### config.mk
export PLATFORM = sky130hd
export DESIGN_NAME = systolic_feeder
export DESIGN_NICKNAME = d
export VERILOG_FILES = /design/src/rtl/feeder_pkg.sv /design/src/rtl/skew_delay_line.sv /design/src/rtl/systolic_feeder.sv
export SDC_FILE = /design/constraint.sdc
export NUM_CORES = 1
export LEC_CHECK = 0
export BUFFER_PORTS_ARGS = -buffer_cell sky130_fd_sc_hd__buf_2
export CAP_MARGIN = 5
export CELL_PAD_IN_SITES_DETAIL_PLACEMENT = 0
export CELL_PAD_IN_SITES_GLOBAL_PLACEMENT = 1
export CORE_UTILIZATION = 43
export CTS_CLUSTER_DIAMETER = 50
export DETAILED_ROUTE_END_ITERATION = 16
export PLACE_DENSITY_LB_ADDON = 0.1
export SLEW_MARGIN = 20
export SYNTH_ARGS = -nofsm -noshare
export SYNTH_HDL_FRONTEND = slang
export SYNTH_SLANG_ARGS = --single-unit
### constraint.sdc
create_clock -name clk -period 3.7 [get_ports clk]
set_input_delay 1.11 -clock clk [delete_from_list [all_inputs] [get_ports clk]]
set_output_delay 1.11 -clock clk [all_outputs]
set_load 0.005 [all_outputs]
### src/rtl/feeder_pkg.sv
// Shared definitions for the systolic array operand feeder: FSM state encoding
// and the flush length needed to drain a skewed vector past the far PE.
package feeder_pkg;

    typedef enum logic [1:0] {
        ST_IDLE  = 2'd0,
        ST_FEED  = 2'd1,
        ST_FLUSH = 2'd2,
        ST_DONE  = 2'd3
    } feeder_state_e;

    // The deepest lane lags by max(H,W); H+W-1 zero cycles cover the
    // diagonal wavefront reaching PE (H-1, W-1).
    function automatic int flush_cycles(input int arr_height, input int arr_width);
        return arr_height + arr_width - 1;
    endfunction

endpackage

### src/rtl/skew_delay_line.sv
// Per-lane shift register used to skew operands diagonally; DEPTH=0 collapses
// to a plain wire.
module skew_delay_line #(
    parameter int WIDTH = 16,
    parameter int DEPTH = 0
) (
    input  logic             clk,
    input  logic             reset,
    input  logic [WIDTH-1:0] din,
    output logic [WIDTH-1:0] dout
);

    generate
        if (DEPTH == 0) begin : g_wire
            logic unused_clk_rst;
            assign unused_clk_rst = clk ^ reset;
            assign dout = din;
        end else begin : g_shift
            logic [WIDTH-1:0] sr_p0 [DEPTH];

            always_ff @(posedge clk) begin
                if (reset) begin
                    for (int k = 0; k < DEPTH; k++) sr_p0[k] <= '0;
                end else begin
                    sr_p0[0] <= din;
                    for (int k = 1; k < DEPTH; k++) sr_p0[k] <= sr_p0[k-1];
                end
            end

            assign dout = sr_p0[DEPTH-1];
        end
    endgenerate

endmodule

### src/rtl/systolic_feeder.sv
// Transmit side of the systolic array west/north interface: accepts K operand
// vectors, skews lane i by 1+i cycles, flushes with zeros, then pulses done.
// Optional feature macro FEEDER_BUBBLE_EN: s_valid low in FEED inserts a zero
// bubble instead of aborting the job with err.
module systolic_feeder
    import feeder_pkg::*;
#(
    parameter int WIDTH      = 16,
    parameter int ARR_HEIGHT = 4,
    parameter int ARR_WIDTH  = 4,
    parameter int K_MAX      = 256,
    parameter int CNT_W      = $clog2(K_MAX + 1)
) (
    input  logic                        clk,
    input  logic                        reset,
    input  logic                        start,
    input  logic [CNT_W-1:0]            cfg_k,
    input  logic [1:0]                  cfg_simd,
    input  logic                        s_valid,
    output logic                        s_ready,
    input  logic [ARR_HEIGHT*WIDTH-1:0] s_a,
    input  logic [ARR_WIDTH*WIDTH-1:0]  s_b,
    output logic [ARR_HEIGHT*WIDTH-1:0] out_a,
    output logic [ARR_WIDTH*WIDTH-1:0]  out_b,
    output logic [1:0]                  SIMD_control,
    output logic                        out_done_flag,
    output logic                        busy,
    output logic                        err
);

    localparam int FLUSH_CYCLES = flush_cycles(ARR_HEIGHT, ARR_WIDTH);
    localparam int FC_W = (FLUSH_CYCLES > 1) ? $clog2(FLUSH_CYCLES) : 1;
    localparam logic [CNT_W-1:0] K_MAX_C = CNT_W'(K_MAX);
    localparam logic [FC_W-1:0]  FC_LAST = FC_W'(FLUSH_CYCLES - 1);

    feeder_state_e    state_q, state_d;
    logic [CNT_W-1:0] k_q, k_d;
    logic [CNT_W-1:0] cnt_q, cnt_d;
    logic [CNT_W-1:0] cnt_inc;
    logic [FC_W-1:0]  fcnt_q, fcnt_d;
    logic [1:0]       simd_q, simd_d;
    logic             err_q, err_d;
    logic             accept;

    assign cnt_inc = cnt_q + CNT_W'(1);
    assign accept  = (state_q == ST_FEED) && s_valid;

    always_ff @(posedge clk) begin
        if (reset) begin
            state_q <= ST_IDLE;
            k_q     <= '0;
            cnt_q   <= '0;
            fcnt_q  <= '0;
            simd_q  <= '0;
            err_q   <= 1'b0;
        end else begin
            state_q <= state_d;
            k_q     <= k_d;
            cnt_q   <= cnt_d;
            fcnt_q  <= fcnt_d;
            simd_q  <= simd_d;
            err_q   <= err_d;
        end
    end

    always_comb begin
        state_d = state_q;
        k_d     = k_q;
        cnt_d   = cnt_q;
        fcnt_d  = fcnt_q;
        simd_d  = simd_q;
        err_d   = err_q;
        case (state_q)
            ST_IDLE: begin
                if (start) begin
                    simd_d = cfg_simd;
                    cnt_d  = '0;
                    fcnt_d = '0;
                    if (cfg_k > K_MAX_C) begin
                        k_d   = K_MAX_C;
                        err_d = 1'b1;
                    end else begin
                        k_d   = cfg_k;
                        err_d = 1'b0;
                    end
                    state_d = (cfg_k == '0) ? ST_FLUSH : ST_FEED;
                end
            end
            ST_FEED: begin
                if (s_valid) begin
                    cnt_d = cnt_inc;
                    if (cnt_inc == k_q) begin
                        state_d = ST_FLUSH;
                        fcnt_d  = '0;
                    end
                end else begin
`ifdef FEEDER_BUBBLE_EN
                    cnt_d = cnt_q;
`else
                    // A starved stream ends the job early; the flush still runs
                    // so the array sees a clean tail and a done pulse.
                    err_d   = 1'b1;
                    state_d = ST_FLUSH;
                    fcnt_d  = '0;
`endif
                end
            end
            ST_FLUSH: begin
                if (fcnt_q == FC_LAST) state_d = ST_DONE;
                else                   fcnt_d  = fcnt_q + FC_W'(1);
            end
            ST_DONE: begin
                state_d = ST_IDLE;
            end
            default: begin
                state_d = ST_IDLE;
            end
        endcase
    end

    assign s_ready       = (state_q == ST_FEED);
    assign out_done_flag = (state_q == ST_DONE);
    assign busy          = (state_q != ST_IDLE);
    assign SIMD_control  = simd_q;
    assign err           = err_q;

    // p0: input capture, zero on every non-accepting cycle
    logic [ARR_HEIGHT*WIDTH-1:0] a_p0;
    logic [ARR_WIDTH*WIDTH-1:0]  b_p0;

    always_ff @(posedge clk) begin
        if (reset) begin
            a_p0 <= '0;
            b_p0 <= '0;
        end else begin
            a_p0 <= accept ? s_a : '0;
            b_p0 <= accept ? s_b : '0;
        end
    end

    // p1..: per-lane diagonal skew
    for (genvar i = 0; i < ARR_HEIGHT; i++) begin : g_lane_a
        skew_delay_line #(.WIDTH(WIDTH), .DEPTH(i)) u_dl (
            .clk   (clk),
            .reset (reset),
            .din   (a_p0[i*WIDTH +: WIDTH]),
            .dout  (out_a[i*WIDTH +: WIDTH])
        );
    end

    for (genvar j = 0; j < ARR_WIDTH; j++) begin : g_lane_b
        skew_delay_line #(.WIDTH(WIDTH), .DEPTH(j)) u_dl (
            .clk   (clk),
            .reset (reset),
            .din   (b_p0[j*WIDTH +: WIDTH]),
            .dout  (out_b[j*WIDTH +: WIDTH])
        );
    end

endmodule

== Word-level counts from Yosys, hierarchy flattened ==
Memory sizes are Yosys's and may differ from the RTL's.
Cells that the tools add are included.
Word-level totals
  bits in registers: 154
  bits in writable memories: 192
  input port bits: 143
  output and inout bits: 134
  logic and storage cells: 89
  memories kept: 6
Cells by class
  $add $sub $neg: 2
  order comparisons: 1
  equal/unequal tests: 11
  multiplexer cells: 36
  bitwise operators: 11
  reduce and logical (&&, ||, !) cells: 14
Memories
  g_lane_a[3].u_dl.g_shift.sr_p0: words 3, bits a word 16, rd ports 3, clocked after memory_dff 0, write ports 3, line skew_delay_line.sv:19  | logic [WIDTH-1:0] sr_p0 [DEPTH];
  g_lane_b[3].u_dl.g_shift.sr_p0: words 3, bits a word 16, rd ports 3, clocked after memory_dff 0, write ports 3, line skew_delay_line.sv:19
  g_lane_a[2].u_dl.g_shift.sr_p0: words 2, bits a word 16, rd ports 2, clocked after memory_dff 0, write ports 2, line skew_delay_line.sv:19
  g_lane_b[2].u_dl.g_shift.sr_p0: words 2, bits a word 16, rd ports 2, clocked after memory_dff 0, write ports 2, line skew_delay_line.sv:19
  g_lane_a[1].u_dl.g_shift.sr_p0: words 1, bits a word 16, rd ports 1, clocked after memory_dff 0, write ports 1, line skew_delay_line.sv:19
  g_lane_b[1].u_dl.g_shift.sr_p0: words 1, bits a word 16, rd ports 1, clocked after memory_dff 0, write ports 1, line skew_delay_line.sv:19
Operators with widths (number)
  $mux 16: 12
  $reduce_or 16->1: 2
  $mux 9: 3
  $pmux 9 s2: 1
  $mux 3: 4
  $mux 2: 5
  $ne 2x2->1 const B: 5
  $or 1x1->1: 10
  $add 9x1->9 const B: 1
  $eq 9x9->1: 1
  $gt 9x9->1 const B: 1
  $logic_not 9->1: 1
  $pmux 3 s3: 1
  $reduce_and 3->1: 3
  $mux 1: 8
  $pmux 2 s4: 1
  $eq 2x2->1 const B: 2
  $reduce_and 4->1: 1
  $reduce_bool 2->1: 2
  $add 3x1->3 const B: 1
  $eq 3x3->1 const B: 1
  $ne 3x2->1 const B: 1
  $reduce_bool 3->1: 1
  $eq 2x1->1 const B: 1
  6 further kinds: 6

== Longest topological paths before layout ==
  word-level depth: 5
  gate-level depth with buffers: 8
  depth with buffers taken out: 8

== Hierarchy ==
Synthesis repeated with hierarchy kept, for this count alone.
Unflattened totals
  cells, all modules: 986
  area total of the unflattened synthesis: 11094.4 um2
By module, submodules not included
  systolic_feeder: times used 1, cells an instance 488, area an instance 5108.6 um2, seq. area each 3083.0 um2
  skew_delay_line (g_lane_a[3].u_dl ...): times used 2, cells an instance 117, area an instance 1425.1 um2, seq. area each 960.9 um2
  skew_delay_line (g_lane_a[2].u_dl ...): times used 2, cells an instance 83, area an instance 983.4 um2, seq. area each 640.6 um2
  skew_delay_line (g_lane_a[1].u_dl ...): times used 2, cells an instance 33, area an instance 464.2 um2, seq. area each 320.3 um2
  skew_delay_line (g_lane_a[0].u_dl ...): times used 2, cells an instance 16, area an instance 120.1 um2, seq. area each 0.0 um2

== Worst setup path before layout ==
OpenSTA, ideal clock, no wires.
  path kind: input to register
  from: input start
  to: register state_q[0]
  library setup time: 87 ps
  arrival: 2296 ps
  data required time: 3613 ps
  slack: 1316 ps
  stages on the path: 5
  buffers on the path: 0
  cell sequence: nand2b_1 -> nand3_1 -> o41a_1 -> or4_1 -> o31ai_1
On the way
  longest elaborated chain between the ends: 2
RTL lines
  start, declared: line systolic_feeder.sv:16  | input logic start,
  $ne 2x2->1 (no source line)
  $reduce_and 3->1 (no source line)
  end signal, assigned: line systolic_feeder.sv:57  | state_q <= state_d;
  end, declared: line systolic_feeder.sv:36  | feeder_state_e state_q, state_d;
No other way between the ends.
A chain may end at the register's enable or synchronous reset.

== Worst setup path in the final report ==
  from: register state_q[0]
  to: output busy
On the way
  longest elaborated chain between the ends: 1
RTL lines
  $reduce_bool 2->1: line systolic_feeder.sv:123  | assign busy = (state_q != ST_IDLE);
  end, declared: line systolic_feeder.sv:27  | output logic busy,
No other way between the ends.

==> flow_summary.yaml <==
clock_network:
  worstSkewPairLatency_ps: 510
  clkTransAtPathRegs_ps: 60
  cts_sinks: 346
  h-tree-depth: 2
  cts_resized: 0
  cts_hold_buf: 0
  cts_root_buf: "clkbuf_16"
  cts.path.max_buffers: 3
  post_cts_buffers: 0
  cts_tree: "done"
  cts_made_buffers: 40
routing:
  via_per_inst: 4.17
  vias: 6292
  drc: 0
  dr.first_iter.drc_count: 213
  ant_nets: 0
  finalWirelength_um: 18600
  routedWlPerCell_um: 12.3
  drtPass1Iterations: 4
placement:
  placed_cell_area_sq_um: 11800
  place_congestion: 0.807
  hpwlAfterDp_um: 12300
  port_buffers: 276
  dp.cells: 1434
synthesis:
  synth_nets: 1122
  yosys_warnings: 0
  synth-edff-count: 0
  ys_seq_elements: 346
  ys.flop_type: "dfxtp_1"
  synth_area_sq_um: 10800
  yosysSeqAreaShare_pct: 64.0
  async_reset_ff_share_pct: 0
  avgSynthCellArea_sq_um: 11.1
  synth_cell_types: 43
  synthCells: 971
worst_setup_path:
  crit_chain: "inv_1 > ha_1 > inv_1 > buf_2"
  criticalPathCategory: "reg2out"
  required_ps: 2590
  crit_path_end_kind: "output pin"
  critPathMaxFanout: 7
  critPathSlowestCell: "dfxtp_1"
  crit_top_cell: "inv_1"
  cp-start-kind: "flip-flop"
  slowest_delay_ps: 320
  worstPathArrival_ps: 1490
grt:
  grt_max_degree: 119
  grt_pass1_wl_um: 29300
  gr-usage-all-layers_pct: 14.3
  grt_pass1_vias: 5727
  grt-ovfl-total: 0
  antenna_found_initial: 8
die:
  initial_utilization_pct: 44.2
  die_area_sq_um: 25800
  die_x_um: 161
  core_sq_um: 24500
  fp.dieH_um: 161
  pin_count: 277
  num_rows: 57
sta:
  slew-limit-headroom_pct: 43.4
  skew_ps: 10.9
  setup_viol: 0
  rsz0062_at_grt: "false"
  period_share_pct: 70.2
  slew_violations: 0
  period_minus_slack_ps: 2600
  max_freq_mhz: 385
  tns_ps: 0
  hold_slack_ps: 426
  finalHoldViolations: 0
  tightestPinTransition_ps: 849
cells_and_area:
  nets: 1303
  finalInstanceArea_sq_um: 13100
  fill_cells: 2207
  layout_common_cells: "346 x dfxtp_1, 275 x buf_2, 195 x nor2b_1"
  synthToLayoutAreaGrowth_pct: 20.8
  drive_gt1_share_pct: 29.9
  final_common_cell: "dfxtp_1"
  fin_cells: 1508
status:
  status: "finished, final reports clean"
power:
  power_mw: 8.26
  leakage_nw: 5.91
  ir_drop_mv: 0.358
  power.density_nw_per_um2: 632
flow_run:
  cap_violations: 0
hold_path:
  hold_path.class: "reg2reg"
metal layers:
metal / global-route usage, % / part of all wire [%] / vias up
met3: 7.10 / 11 / 48
met2: 22.4 / 44 / 217
li1: - / - / 3304
met4: 6.71 / 3.1 / 8
met1: 16.3 / 41 / 2715
met5: 0 / 0.29 / -
stage by stage:
stage,util (%),worst slack [ps]
floorplan,-,1320
global placement,48.2,1070
detailed placement,48.2,1060
CTS,53.4,1070
global route,53.4,974
finish,53.4,1100
sequential cells by signal (all words and copies together), names as in the netlist:
register,count
b_p0,64
err,1
cnt_q,9
SIMD_control,2
state_q,2
g_lane_b.u_dl.g_shift.sr_p0,96
g_lane_a.u_dl.g_shift.sr_p0,96
fcnt_q,3
k_q,9
a_p0,64
Yosys cell counts, drive strengths merged, types with 3 or more instances:
cell | count | area [sq um]
nand3 | 9 | 45.0
buf | 102 | 749
ha | 8 | 100
nor2 | 30 | 118
nor2b | 195 | 1220
inv | 8 | 30.0
dfxtp | 346 | 6930
and2 | 129 | 807
or3 | 4 | 26.3
xnor2 | 10 | 95.1
nand2 | 15 | 56.3
o21ai | 14 | 70.1
o31ai | 3 | 22.5
a211oi | 3 | 22.5
clkbuf | 39 | 146
nor3b | 8 | 60.1
a21oi | 23 | 115
path summary, 6_finish.rpt:
path | startpoint | endpoint | slack (ps) | depth (start not counted)
setup / recovery | state_q[0]$_SDFFE_PP0P_ | busy | 1100 | 4
hold / removal | g_lane_b[3].u_dl.g_shift.sr_p0[0][14]$_SDFF_PP0_ | g_lane_b[3].u_dl.g_shift.sr_p0[0][30]$_SDFF_PP0_ | 430 | 1
hold reg to reg | g_lane_b[3].u_dl.g_shift.sr_p0[0][14]$_SDFF_PP0_ | g_lane_b[3].u_dl.g_shift.sr_p0[0][30]$_SDFF_PP0_ | 430 | 1
setup reg to reg | cnt_q[0]$_SDFFE_PP0P_ | fcnt_q[2]$_SDFFE_PP0P_ | 1270 | 7
kinds of logic (layout without fill, tap and decap cells):
logic type | count (synthesis) | count (layout) | synth area share [%]
AOI/OAI and AO/OA | 56 | 56 | 3.17
xor gates and xnor gates | 11 | 11 | 0.960
adders and majority gates | 8 | 8 | 0.925
buffers and inverters | 149 | 357 | 8.56
DFF | 346 | 346 | 64.0
other | 0 | 5 | 0
and+or+nand+nor | 401 | 401 | 22.4
critical path, delay by kind of cell (launching register included):
kind | cells | cell delay [ps]
buffers and inverters | 3 | 360
DFF | 1 | 320
adders and majority gates | 1 | 300
layout make-up:
type	instances	area, sq um	share of cell area, %
diodes	5	12.5	0.0957
multi-input cells	476	2970	22.7
repair buffers	280	1460	11.1
well taps	324	405	3.10
clock buffers	54	1150	8.84
flip-flops and latches	346	6930	53.0
inverters	8	30.0	0.230
clock inverters	15	114	0.871
power breakdown:
| group | internal (mW) | switching, mW |
|---|---|---|
| registers | 3.90 | 0.0532 |
| clock network | 2.20 | 1.46 |
| logic | 0.290 | 0.347 |
(Power assumes the default switching activity.)
